===== src/rtl/branch_unit_bht.sv =====
// Branch resolution unit: evaluates RV32I conditional branches, flags mispredictions,
// trains a bimodal table of 2-bit counters and keeps saturating statistics.
module branch_unit_bht #(
  parameter int         XLEN       = 32,
  parameter int         BHT_DEPTH  = 64,
  parameter int         CNT_W      = 16,
  parameter logic [1:0] INIT_STATE = 2'b01
) (
  input  logic             clk,
  input  logic             rst_n,
  input  logic [XLEN-1:0]  pred_pc,
  output logic             pred_taken,
  input  logic             ex_valid,
  input  logic [2:0]       ex_funct3,
  input  logic [XLEN-1:0]  ex_a,
  input  logic [XLEN-1:0]  ex_b,
  input  logic [XLEN-1:0]  ex_pc,
  input  logic [XLEN-1:0]  ex_target,
  input  logic             ex_pred_taken,
  input  logic             flush,
  output logic             res_valid,
  output logic             res_taken,
  output logic             res_mispredict,
  output logic [XLEN-1:0]  res_redirect_pc,
  output logic             res_illegal,
  output logic [CNT_W-1:0] stat_branches,
  output logic [CNT_W-1:0] stat_mispredicts
);

  localparam int IDX_W = $clog2(BHT_DEPTH);

  logic [1:0]       bht_q [BHT_DEPTH];
  logic [1:0]       bht_d [BHT_DEPTH];
  logic [IDX_W-1:0] pred_idx;
  logic [IDX_W-1:0] ex_idx;
  logic             eq, lt, ltu;
  logic             taken, illegal, mispredict, accept;
  logic [XLEN-1:0]  redirect_pc;

  logic             res_valid_q, res_valid_d;
  logic             res_taken_q, res_taken_d;
  logic             res_mispredict_q, res_mispredict_d;
  logic [XLEN-1:0]  res_redirect_pc_q, res_redirect_pc_d;
  logic             res_illegal_q, res_illegal_d;
  logic [CNT_W-1:0] stat_branches_q, stat_branches_d;
  logic [CNT_W-1:0] stat_mispredicts_q, stat_mispredicts_d;

  // PC bits outside the table index never influence the prediction.
  logic unused_pred_pc_bits;
  assign unused_pred_pc_bits = ^{pred_pc[XLEN-1:IDX_W+2], pred_pc[1:0]};

  assign pred_idx   = pred_pc[IDX_W+1:2];
  assign ex_idx     = ex_pc[IDX_W+1:2];
  assign pred_taken = bht_q[pred_idx][1];

  assign eq  = (ex_a == ex_b);
  assign lt  = ($signed(ex_a) < $signed(ex_b));
  assign ltu = (ex_a < ex_b);

  always_comb begin
    taken   = 1'b0;
    illegal = 1'b0;
    case (ex_funct3)
      3'b000:  taken = eq;
      3'b001:  taken = !eq;
      3'b100:  taken = lt;
      3'b101:  taken = !lt;
      3'b110:  taken = ltu;
      3'b111:  taken = !ltu;
      default: illegal = 1'b1;
    endcase
  end

  assign mispredict  = taken ^ ex_pred_taken;
  assign redirect_pc = taken ? ex_target : ex_pc + XLEN'(4);
  assign accept      = ex_valid & ~flush;

  always_comb begin
    res_valid_d       = accept;
    res_taken_d       = res_taken_q;
    res_mispredict_d  = res_mispredict_q;
    res_redirect_pc_d = res_redirect_pc_q;
    res_illegal_d     = res_illegal_q;
    if (ex_valid) begin
      res_taken_d       = taken;
      res_mispredict_d  = mispredict;
      res_redirect_pc_d = redirect_pc;
      res_illegal_d     = illegal;
    end
  end

  always_comb begin
    stat_branches_d    = stat_branches_q;
    stat_mispredicts_d = stat_mispredicts_q;
    if (accept) begin
      if (stat_branches_q != '1)
        stat_branches_d = stat_branches_q + CNT_W'(1);
      if (mispredict && stat_mispredicts_q != '1)
        stat_mispredicts_d = stat_mispredicts_q + CNT_W'(1);
    end
  end

  // The read port sees bht_q, so a same-cycle update to the predicted index shows up next cycle.
  always_comb begin
    bht_d = bht_q;
    if (accept && !illegal) begin
      if (taken && bht_q[ex_idx] != 2'b11)
        bht_d[ex_idx] = bht_q[ex_idx] + 2'b01;
      else if (!taken && bht_q[ex_idx] != 2'b00)
        bht_d[ex_idx] = bht_q[ex_idx] - 2'b01;
    end
  end

  always_ff @(posedge clk or negedge rst_n) begin
    if (!rst_n) begin
      for (int i = 0; i < BHT_DEPTH; i++)
        bht_q[i] <= INIT_STATE;
      res_valid_q        <= 1'b0;
      res_taken_q        <= 1'b0;
      res_mispredict_q   <= 1'b0;
      res_redirect_pc_q  <= '0;
      res_illegal_q      <= 1'b0;
      stat_branches_q    <= '0;
      stat_mispredicts_q <= '0;
    end else begin
      bht_q              <= bht_d;
      res_valid_q        <= res_valid_d;
      res_taken_q        <= res_taken_d;
      res_mispredict_q   <= res_mispredict_d;
      res_redirect_pc_q  <= res_redirect_pc_d;
      res_illegal_q      <= res_illegal_d;
      stat_branches_q    <= stat_branches_d;
      stat_mispredicts_q <= stat_mispredicts_d;
    end
  end

  assign res_valid        = res_valid_q;
  assign res_taken        = res_taken_q;
  assign res_mispredict   = res_mispredict_q;
  assign res_redirect_pc  = res_redirect_pc_q;
  assign res_illegal      = res_illegal_q;
  assign stat_branches    = stat_branches_q;
  assign stat_mispredicts = stat_mispredicts_q;

endmodule


===== config.mk =====
export PLATFORM = sky130hd
export DESIGN_NAME = branch_unit_bht
export DESIGN_NICKNAME = d
export VERILOG_FILES = /design/src/rtl/branch_unit_bht.sv
export SDC_FILE = /design/constraint.sdc
export NUM_CORES = 1
export LEC_CHECK = 0
export BUFFER_PORTS_ARGS = -buffer_cell sky130_fd_sc_hd__buf_4
export CAP_MARGIN = 10
export CORE_ASPECT_RATIO = 1.2
export CORE_MARGIN = 2
export CORE_UTILIZATION = 57
export DETAILED_ROUTE_END_ITERATION = 10
export GPL_ROUTABILITY_DRIVEN = 1
export PLACE_DENSITY = 0.82
export SLEW_MARGIN = 15
export SYNTH_ARGS = -nofsm -noshare
export SYNTH_HDL_FRONTEND = slang
export SYNTH_SLANG_ARGS = --single-unit

===== constraint.sdc =====
create_clock -name clk -period 5.2 [get_ports clk]
set_input_delay 0.26 -clock clk [delete_from_list [all_inputs] [get_ports clk]]
set_output_delay 0.26 -clock clk [all_outputs]
set_load 0.01 [all_outputs]

==> results.cfg <==
[status]
outcome = finished clean

[placement]
dp_hpwl_microns = 22500
place_congestion = 0.874
place_area_sq_um = 14200
port_buffers = 210

[layout]
final.fill_count = 1599
area_growth_pct = 18.8
layout_commonest_cell = buf_4
final_cell_mix = buf_4, mux2_2, dfrtp_1, nor2_1, nand2_1
stdcell_area_sq_um = 14800
nets = 1576
seq_area_sq_um = 4980
drive_above_1_share_pct = 39.5
multi_input_area_sq_um = 7000
diodes = 0

[global_routing]
first_global_vias = 10500
track_usage_pct = 29.1
grt_overflow = 0
grt_first_pass_wirelength_microns = 54000
antenna_found_initial = 0
grt_max_degree = 108

[yosys]
synth_area_per_cell_sq_um = 10.4
ys_seq_area_share_pct = 40.0
ys_ff_latch = 196
synth_cell_types = 57
netlist_area_sq_um = 12500
synth-edff-count = 0
synth_nets = 1404
synth_warnings = 0
synthCells = 1199
synth_ff_type = dfrtp_1
async_reset_ff_share_pct = 100

[clocking]
htree_num_levels = 4
cts_root_buf = clkbuf_16
cts.clk_slew.worst_paths_ps = 70
cts_sinks = 196
cts_made_buffers = 17
post_cts_buffers = 0
cts_buffer_depth = 2
tritoncts = done
clk_latency_ps = 450

[route]
wl_per_cell_microns = 20.4
drtPass1Iterations = 5
drc = 0
drt_first_iter_violations = 978
vias = 10300
viasPerCell = 6.23
ant_nets = 0
wirelength_microns = 33800

[critical_path]
end_kind = flop
worst_ep_required_time_ps = 5530
crit_top_cell = buf_4
crit_path_start_kind = input port
path_class = in -> reg
crit_slowest_cell = nand3b_1
rr_worst_depth = 13
cp_max_fo = 39
cp_top_family = simple AND/OR/NAND/NOR gates
cp.depth = 15
arrival_ps = 4310
crit_path_cell_trace = buf_4 > nand3b_1 > buf_4 > o22ai_1 > nor3_1 > o22ai_1 > a221o_1 > or4b_4 > inv_1 > ha_1 > or3_1 > buf_4 > nor2_1 > mux2i_1 > mux2_2
cpPeakStageDelay_ps = 540
critPathBufInv = 4

[sta]
setup_violations = 0
drv_slew = 0
grt_setup_unrepaired = no
slew_headroom_pct = 20.9
fmax_mhz = 251
setup-tns-final_ps = 0
min_period_ps = 3980
finalHoldViolCount = 0
period_share_pct = 76.5
tightest_slew_ps = 1180
skew_ps = 13.5
holdWs_ps = 91.4

[floorplanning]
die_width_microns = 139
std_cell_rows = 59
core-area_sq_um = 21600
pin_count = 237
dieArea_sq_um = 23100
die_y_microns = 166
floorplan.initialDensity_pct = 57.8

[flow_run]
maxCapViolCount = 0

[min_path]
whs_path_depth = 3
hp-class = in -> reg

[power]
powerDensity_nw_per_um2 = 288
leakagePower_nw = 6.60
irDropWorstVdd_mv = 0.285
p_total_mw = 4.27
==> per-stage QoR <==
step / utilization (%) / instances / setup WS, ps
3_5_place_dp: 65.9 / 1625 / 946
4_1_cts: 68.7 / 1658 / 1380
3_3_place_gp: 65.9 / 1625 / 972
6_report: 68.7 / 1658 / 1220
2_1_floorplan: - / 1199 / 1330
5_1_grt: 68.7 / 1658 / 1100
==> final timing paths <==
path                                                    to                            start  slack, ps
max                                  bht_q[27]$_DFFE_PN0P_                         ex_pc[2]       1220
min                         res_redirect_pc[2]$_DFFE_PN0P_                     ex_target[2]         90
max reg2reg                          bht_q[27]$_DFFE_PN0P_                             flop       1320
min reg2reg                stat_mispredicts[8]$_DFFE_PN0P_  stat_mispredicts[8]$_DFFE_PN0P_        490
max in group asynchronous            bht_q[27]$_DFFE_PN0P_                            rst_n       3560
min in group asynchronous  res_redirect_pc[26]$_DFFE_PN0P_                            rst_n        360
==> metal layers <==
| layer | vias to the layer above | wire (microns) | global-route usage, % |
|---|---|---|---|
| met5 | - | 0 | 0 |
| met1 | 5003 | 13000 | 35.5 |
| met2 | 517 | 16500 | 48.8 |
| met4 | 0 | 1650 | 15.5 |
| met3 | 128 | 2630 | 5.94 |
| li1 | 4674 | - | - |
==> synth_stat cells (all sizes together), types with 3 or more instances <==
| master | number | area (sq um) |
|---|---|---|
| nand4 | 28 | 175 |
| nor3b | 6 | 45.0 |
| o21ai | 6 | 30.0 |
| nor2b | 4 | 25.0 |
| nand3 | 45 | 225 |
| clkbuf | 48 | 180 |
| xnor2 | 40 | 350 |
| dfrtp | 132 | 3300 |
| nand3b | 4 | 42.5 |
| a22oi | 34 | 255 |
| mux2i | 75 | 751 |
| or3 | 4 | 25.0 |
| ha | 37 | 463 |
| and4 | 3 | 26.3 |
| nor3 | 14 | 70.1 |
| nand2 | 114 | 430 |
| and3b | 3 | 26.3 |
| and3 | 13 | 81.3 |
| a21oi | 19 | 95.1 |
| nor2 | 125 | 469 |
| buf | 29 | 193 |
| o22ai | 29 | 181 |
| mux4 | 21 | 473 |
| nor4 | 15 | 93.8 |
| or2 | 3 | 18.8 |
| xor2 | 20 | 175 |
| dfstp | 64 | 1680 |
| mux2 | 190 | 2140 |
| a22o | 4 | 35.0 |
| and2 | 3 | 18.8 |
| inv | 38 | 143 |
==> where the power goes <==
group	internal, mW	leakage (nW)	switching (mW)	total, mW
Sequential	1.73	2.39	0.146	1.87
Combinational	0.499	3.92	0.528	1.03
Clock	0.727	0.286	0.636	1.36
Total	2.96	6.60	1.31	4.27
==> logic make-up after synthesis <==
group	synth area share (%)
simple gates	15.0
xor+xnor	4.22
mux	27.0
compound gates	5.97
fa+ha+maj	3.71
buf+inv	4.14
flops	40.0
==> tightest hold or removal path: stages <==
cell and delay (ps):
buf_4 110, nand2_1 40, a31oi_1 80
==> what timing repair did <==
action	4_1_cts	5_1_grt
hold buffers	1	0
resized for setup	0	0
endpoints found under the hold margin	69	0
==> layout make-up <==
type                       instances  share of cell area (%)
multi-input combinational        888                    47.3
sequential                       196                    33.7
timing repair buffer             230                    11.7
clock buffer                      18                    2.90
tap                              274                    2.32
clock inverter                    14                    1.13
inverter                          38                   0.963
Note: power is estimated with default switching activity, not from simulation.
